File: config.mk
export PLATFORM = sky130hd
export DESIGN_NAME = ram_table_master
export DESIGN_NICKNAME = d
export VERILOG_FILES = /design/src/rtl/ram_table_master.sv
export SDC_FILE = /design/constraint.sdc
export NUM_CORES = 1
export LEC_CHECK = 0
export ABC_CLOCK_PERIOD_IN_PS = 1700
export BUFFER_PORTS_ARGS = -buffer_cell sky130_fd_sc_hd__buf_2
export CAP_MARGIN = 5
export CORE_MARGIN = 2
export CORE_UTILIZATION = 40
export CTS_BUF_LIST = sky130_fd_sc_hd__clkbuf_4 sky130_fd_sc_hd__clkbuf_8 sky130_fd_sc_hd__clkbuf_16
export DETAILED_ROUTE_END_ITERATION = 10
export PLACE_DENSITY = 0.78
export SYNTH_ARGS = -nofsm -noshare
export SYNTH_HDL_FRONTEND = slang
export SYNTH_SLANG_ARGS = --single-unit
File: constraint.sdc
create_clock -name clk -period 1.7 [get_ports clk]
set_input_delay 0.34 -clock clk [delete_from_list [all_inputs] [get_ports clk]]
set_output_delay 0.34 -clock clk [all_outputs]
set_load 0.02 [all_outputs]
File: src/rtl/ram_table_master.sv
// Block-transfer controller for a single-port coefficient RAM. It fills the RAM
// from a write stream, or streams RAM words out through a registered read port.
module ram_table_master #(
  parameter int DATA_WIDTH = 32,
  parameter int ADDR_WIDTH = 7
) (
  input  logic                  clk,
  input  logic                  rst_n,
  input  logic                  cmd_valid,
  output logic                  cmd_ready,
  input  logic                  cmd_write,
  input  logic [ADDR_WIDTH-1:0] cmd_base,
  input  logic [ADDR_WIDTH:0]   cmd_len,
  input  logic [DATA_WIDTH-1:0] wr_data,
  input  logic                  wr_valid,
  output logic                  wr_ready,
  output logic [DATA_WIDTH-1:0] rd_data,
  output logic                  rd_valid,
  input  logic                  rd_ready,
  output logic                  busy,
  output logic                  done,
  output logic                  ram_we,
  output logic [ADDR_WIDTH-1:0] ram_address,
  output logic [DATA_WIDTH-1:0] ram_d,
  input  logic [DATA_WIDTH-1:0] ram_q
);

  typedef enum logic [2:0] {IDLE, WRITE, READ, DRAIN, DONE} state_t;

  localparam logic [ADDR_WIDTH:0]   MAX_LEN = {1'b1, {ADDR_WIDTH{1'b0}}};
  localparam logic [ADDR_WIDTH:0]   LEN_ONE = {{ADDR_WIDTH{1'b0}}, 1'b1};
  localparam logic [ADDR_WIDTH-1:0] PTR_ONE = {{(ADDR_WIDTH-1){1'b0}}, 1'b1};

  state_t                state;
  logic [ADDR_WIDTH-1:0] ptr;
  logic [ADDR_WIDTH:0]   remaining;
  logic                  rd_load;

  assign cmd_ready   = (state == IDLE);
  assign busy        = (state != IDLE);
  assign wr_ready    = (state == WRITE);
  assign ram_we      = wr_ready & wr_valid;
  assign ram_address = ptr;
  assign ram_d       = wr_data;

  // The output register may take a new word when it is empty or being drained.
  assign rd_load = !rd_valid || rd_ready;

  always_ff @(posedge clk or negedge rst_n) begin
    if (!rst_n) begin
      state     <= IDLE;
      ptr       <= '0;
      remaining <= '0;
      rd_data   <= '0;
      rd_valid  <= 1'b0;
      done      <= 1'b0;
    end else begin
      done <= 1'b0;
      case (state)
        IDLE: begin
          if (cmd_valid) begin
            ptr       <= cmd_base;
            remaining <= (cmd_len > MAX_LEN) ? MAX_LEN : cmd_len;
            if (cmd_len == '0) begin
              state <= DONE;
              done  <= 1'b1;
            end else if (cmd_write) begin
              state <= WRITE;
            end else begin
              state <= READ;
            end
          end
        end
        WRITE: begin
          if (wr_valid) begin
            ptr       <= ptr + PTR_ONE;
            remaining <= remaining - LEN_ONE;
            if (remaining == LEN_ONE) begin
              state <= DONE;
              done  <= 1'b1;
            end
          end
        end
        // Address wraps naturally through the ADDR_WIDTH-bit pointer.
        READ: begin
          if (rd_load) begin
            rd_data   <= ram_q;
            rd_valid  <= 1'b1;
            ptr       <= ptr + PTR_ONE;
            remaining <= remaining - LEN_ONE;
            if (remaining == LEN_ONE) begin
              state <= DRAIN;
            end
          end
        end
        DRAIN: begin
          if (rd_valid && rd_ready) begin
            rd_valid <= 1'b0;
            state    <= DONE;
            done     <= 1'b1;
          end
        end
        DONE: begin
          state <= IDLE;
        end
        default: begin
          state <= IDLE;
        end
      endcase
    end
  end

endmodule

# After elaboration in Yosys (flattened, before gate mapping)
# Index checks and enable logic that the tools add are counted.
dict set report totals {
  regBits 52
  input_bits 85
  output_inout_bits 77
  word_cells 59
}
dict set report op_classes {
  add_sub_neg 2
  n_lt_le_gt_ge 1
  n_eq_ne 10
  mux 27
  bitwise 1
  reduce_logical 12
}
# cell count
set ops {}
lappend ops {{$mux W8} 4}
lappend ops {{$pmux W8 S3} 1}
lappend ops {{$mux W3} 7}
lappend ops {{$mux W7} 3}
lappend ops {{$pmux W7 S3} 1}
lappend ops {{$pmux W3 S4} 1}
lappend ops {{$ne A2 B2 Y1 const B} 5}
lappend ops {{$eq A8 B1 Y1 const B} 1}
lappend ops {{$gt A8 B8 Y1 const B} 1}
lappend ops {{$logic_not A8 Y1} 1}
lappend ops {{$sub A8 B1 Y8 const B} 1}
lappend ops {{$add A7 B1 Y7 const B} 1}
lappend ops {{$mux W1} 7}
lappend ops {{$eq A3 B2 Y1 const B} 2}
lappend ops {{$reduce_and A6 Y1} 1}
lappend ops {{$reduce_bool A3 Y1} 2}
lappend ops {{$reduce_and A4 Y1} 1}
lappend ops {{$eq A3 B1 Y1 const B} 1}
lappend ops {{$logic_not A3 Y1} 1}
lappend ops {{$pmux W1 S3} 1}
lappend ops {{$reduce_and A3 Y1} 1}
lappend ops {{$mux W2} 1}
lappend ops {{$ne A2 B1 Y1 const B} 1}
lappend ops {{$pmux W1 S2} 1}
lappend ops {{6 further kinds} 6}

# Logic depth before layout (Yosys ltp)
dict set report depth {
  depth_word 4
  depth_mapped 7
  depth_no_buf 6
}

# Worst setup path before layout
# No wires, ideal clock.
dict set report synth_path {
  path_type {reg-to-output}
  startpoint {register state[2]}
  endpoint {output port busy}
  t_arrival_ps 1547
  required_time_ps 1360
  path_slack_ps -187
  stages_incl_launch_ff 5
  path_buffers 2
  cell_sequence {dfrtp_1 buf_6 clkbuf_1 nor3_1 inv_1}
}
dict set report synth_between {
  elab_chain_len 1
}
# item line_no
set synth_rtl {}
lappend synth_rtl {{start, declared} 34} ;# state_t state;
lappend synth_rtl {{start signal, assigned} 51} ;# state <= IDLE;
lappend synth_rtl {{start signal, assigned} 65} ;# state <= DONE;
lappend synth_rtl {{start signal, assigned} 68} ;# state <= WRITE;
lappend synth_rtl {{$reduce_bool A3 Y1} 40} ;# assign busy = (state != IDLE);
lappend synth_rtl {{end, declared} 20} ;# output logic busy,
# Every way passes these cells.

# Worst setup path after layout
dict set report layout_path {
  startpoint {register remaining[0]}
  endpoint {register remaining[6]}
}
dict set report layout_between {
  elab_chain_len 3
  word_cells_on_any_way 4
  cone_classes {add/sub: 1; mux: 3}
}
# item line_no
set layout_rtl {}
lappend layout_rtl {{start, declared} 36} ;# logic [ADDR_WIDTH:0] remaining;
lappend layout_rtl {{start signal, assigned} 63} ;# remaining <= (cmd_len > MAX_LEN) ? MAX_LEN : cmd_len;
lappend layout_rtl {{start signal, assigned} 77} ;# remaining <= remaining - LEN_ONE;
lappend layout_rtl {{start signal, assigned} 90} ;# remaining <= remaining - LEN_ONE;
lappend layout_rtl {{$sub A8 B1 Y8 (*)} {77, 90}}
lappend layout_rtl {{$mux W8 (on tied branches)} {86, 75}}
lappend layout_rtl {{$pmux W8 S3 (*)} 59} ;# case (state)
# Every way passes the cells marked *; elsewhere a longest branch is shown, timed or not. The select of a mux whose other input is x is not followed.
# A chain may end at the register's enable or synchronous reset.

==> results.py <==
metrics = {
    "run_status": {
        "status": "finished, violations left",
        "violations": "hold timing, setup timing",
    },
    "route": {
        "drtAntennaViolNets": 0,
        "drc": 0,
        "wl_per_cell_um": 15.0,
        "routed_wl_mm": 6.93,
        "first_pass_iters": 5,
        "drtIter0Drc": 156,
        "vias": 2420,
        "via_per_inst": 5.24,
    },
    "floorplan": {
        "die_h_um": 89.4,
        "core_area_sq_um": 7140,
        "initial_core_util_pct": 40.8,
        "num_rows": 31,
        "dieArea_sq_um": 7990,
        "die_w_um": 89.4,
        "ios": 162,
    },
    "synth": {
        "ys_ff_latch": 52,
        "syn_nets": 354,
        "netlist.area_leader.share_pct": 44.6,
        "avgSynthCellArea_sq_um": 11.0,
        "synth-main-ff-cell": "dfrtp_1",
        "seq_area_frac_synth_pct": 44.6,
        "synth.area.top_cells": "dfrtp_1, mux2_2, buf_4",
        "yosysWarnings": 0,
        "synth_edf_count": 0,
        "synthArstFlopShare_pct": 100,
        "netlist_instances": 266,
        "yosys.area.top_type": "dfrtp_1",
        "post_synth_num_cell_types": 49,
        "syn-cell-area_sq_um": 2920,
    },
    "worst_setup_path": {
        "critPathMaxStageDelay_ns": 0.44,
        "path_delay_family": "compound AO/OA/AOI/OAI gates",
        "critPathCaptureType": "flip-flop",
        "critPathRequiredTime_ns": 1.95,
        "cp_cell_sequence": "inv_1, ha_1, nor2b_1, nand2_1, a2111oi_1, o32a_1",
        "cp_slowest_cell": "dfrtp_1",
        "arrival_ns": 1.96,
        "critPathLaunchType": "flip-flop",
        "critical_path_class": "flip-flop to flip-flop",
        "crit_buf_inv": 1,
        "crit_fanout": 4,
    },
    "timing": {
        "rsz0062_at_grt": "yes",
        "timing.hold.ws_ns": -0.00255,
        "fmax_mhz": 584,
        "relSlewSlack_pct": 75.8,
        "finalHoldViolCount": 2,
        "drv_slew": 0,
        "max_slew.worst_pin.slew_ns": 0.360,
        "finClkSkew_ns": 0.0170,
        "fin_ws_ns": -0.0119,
        "min_period_ns": 1.71,
        "fin_crit_sh_pct": 101,
        "fin_tns_setup_ns": -0.0188,
        "finalSetupViolations": 2,
    },
    "cts": {
        "insertion_delay_ns": 0.31,
        "cts_tree": "built",
        "path_clk_slew_ns": 0.10,
        "clock_sinks": 52,
        "cts_buffers": 5,
        "cts-htree-levels": 2,
        "cts-root-buf": "clkbuf_8",
        "clock_path_buffers": 2,
    },
    "finish": {
        "final_area_sq_um": 3760,
        "n_antenna_cell": 0,
        "multi_input_area_sq_um": 1320,
        "final_common_cell": "buf_2",
        "drive_above_1_share_pct": 55.1,
        "syn_to_final_growth_pct": 28.9,
        "layout.nets": 451,
        "seq_area_sq_um": 1310,
        "fill_cells": 650,
        "instances_no_fill": 462,
        "layout_common_cells": "buf_2, dfrtp_1, buf_4",
    },
    "placement": {
        "place_area_sq_um": 3500,
        "place_congestion": 0.876,
        "portBuffers": 97,
        "place_hpwl_mm": 5.17,
        "dp.cells": 448,
    },
    "pwr": {
        "total_power_mw": 8.67,
        "irDropWorstVdd_uv": 1000,
        "power_density_nw_per_um2": 2310,
        "p_leak_nw": 1.76,
    },
    "grt": {
        "grtUsageTotal_pct": 16.7,
        "grt_max_degree": 53,
        "grt_pass1_wl_mm": 10.5,
        "antenna_found_initial": 0,
        "grt_remaining_overflow": 0,
        "grt_pass1_vias": 2283,
    },
    "hold_path": {
        "hold_class": "input port to asynchronous set/reset pin",
    },
    "run": {
        "maxCapViolations": 0,
    },
}
==> logic make-up (layout without fill, tap and decap cells) <==
logic type | count (synthesis) | after routing | share of synthesized area, %
AND/OR/NAND/NOR | 67 | 67 | 12.9
AO/OA/AOI/OAI | 51 | 51 | 14.1
flip-flops | 52 | 52 | 44.6
XOR/XNOR | 2 | 2 | 0.859
adder cells (fa/ha/maj) | 3 | 3 | 1.29
multiplexers | 37 | 37 | 14.1
buffers and inverters | 54 | 151 | 12.1
==> power by group <==
group	total (mW)	switching, mW	internal, mW	leakage (nW)
Sequential	2.33	0.440	1.89	0.606
Clock	0.980	0.401	0.580	0.0642
Combinational	5.36	2.75	2.62	1.09
==> state kept, by name, indices dropped and copies added (netlist names) <==
name and cells:
rd_data 32, done 1, ram_address 7, remaining 8
state 3, rd_valid 1
==> layer usage <==
layer | global-route usage [%] | wire length, um | part of all wire [%]
met1 | 20.5 | 2790 | 40
met2 | 28.3 | 3530 | 51
met3 | 4.43 | 513 | 7.4
met4 | 5.97 | 94 | 1.4
met5 | 0 | 0 | 0
==> final cells by class <==
class,count,area share [%]
Inverter,7,0.799
Sequential cell,52,34.7
Multi-Input combinational cell,160,35.2
Tap cell,99,3.30
Clock buffer,5,1.83
Timing Repair Buffer,137,22.5
Clock inverter,2,1.60
==> cell usage after synthesis (2+ instances only) <==
cell type and count:
dfrtp_1 52, buf_4 35, mux2_2 31, nand2_1 13, nand3_1 9, o21ai_0 9
nor2b_1 8, nor4_1 8, a2bb2oi_1 7, inv_1 7, nor3_1 7, a2111oi_2 5
clkbuf_1 5, nor2_1 5, nor3b_1 5, a21oi_1 4, a31oi_1 4, buf_2 4
mux2i_1 4, and3_1 3, ha_1 3, a21boi_0 2, and2_1 2, buf_6 2
mux2_1 2, nand4_1 2, o22ai_1 2, o2bb2ai_1 2, o31ai_1 2, o32a_1 2
o41ai_1 2
==> what timing repair did <==
action                                  in CTS  in global routing
resized for setup                            9                 15
endpoints found under the hold margin        0                  0
hold buffers                                 0                  0
setup buffers                                4                  3
cloned                                       0                  0
pin swaps                                    3                  5
endpoints found under the setup margin       6                 26
==> final timing paths <==
kind	start	to	slack, ns	depth (start not counted)
setup / recovery	remaining[0]$_DFFE_PN0P_	remaining[6]$_DFFE_PN0P_	-0.01	6
hold / removal	rst_n	remaining[5]$_DFFE_PN0P_	-0.003	2
setup reg to reg	remaining[0]$_DFFE_PN0P_	remaining[6]$_DFFE_PN0P_	-0.01	6
hold reg to reg	rd_data[26]$_DFFE_PN0P_	rd_data[26]$_DFFE_PN0P_	0.49	1
max in group asynchronous	rst_n	state[1]$_DFFE_PN0P_	1.42	2
min in group clk	ram_q[26]	rd_data[26]$_DFFE_PN0P_	0.25	2
==> per-stage QoR <==
stage | util (%) | setup slack, ns
finish | 52.7 | -0.0119
global route | 52.7 | -0.0961
CTS | 51.6 | 0.00709
detailed placement | 49.0 | -0.0223
global placement | 49.0 | 0.0342
floorplan | - | 0.0124
Power figures use the tool's default switching activity.
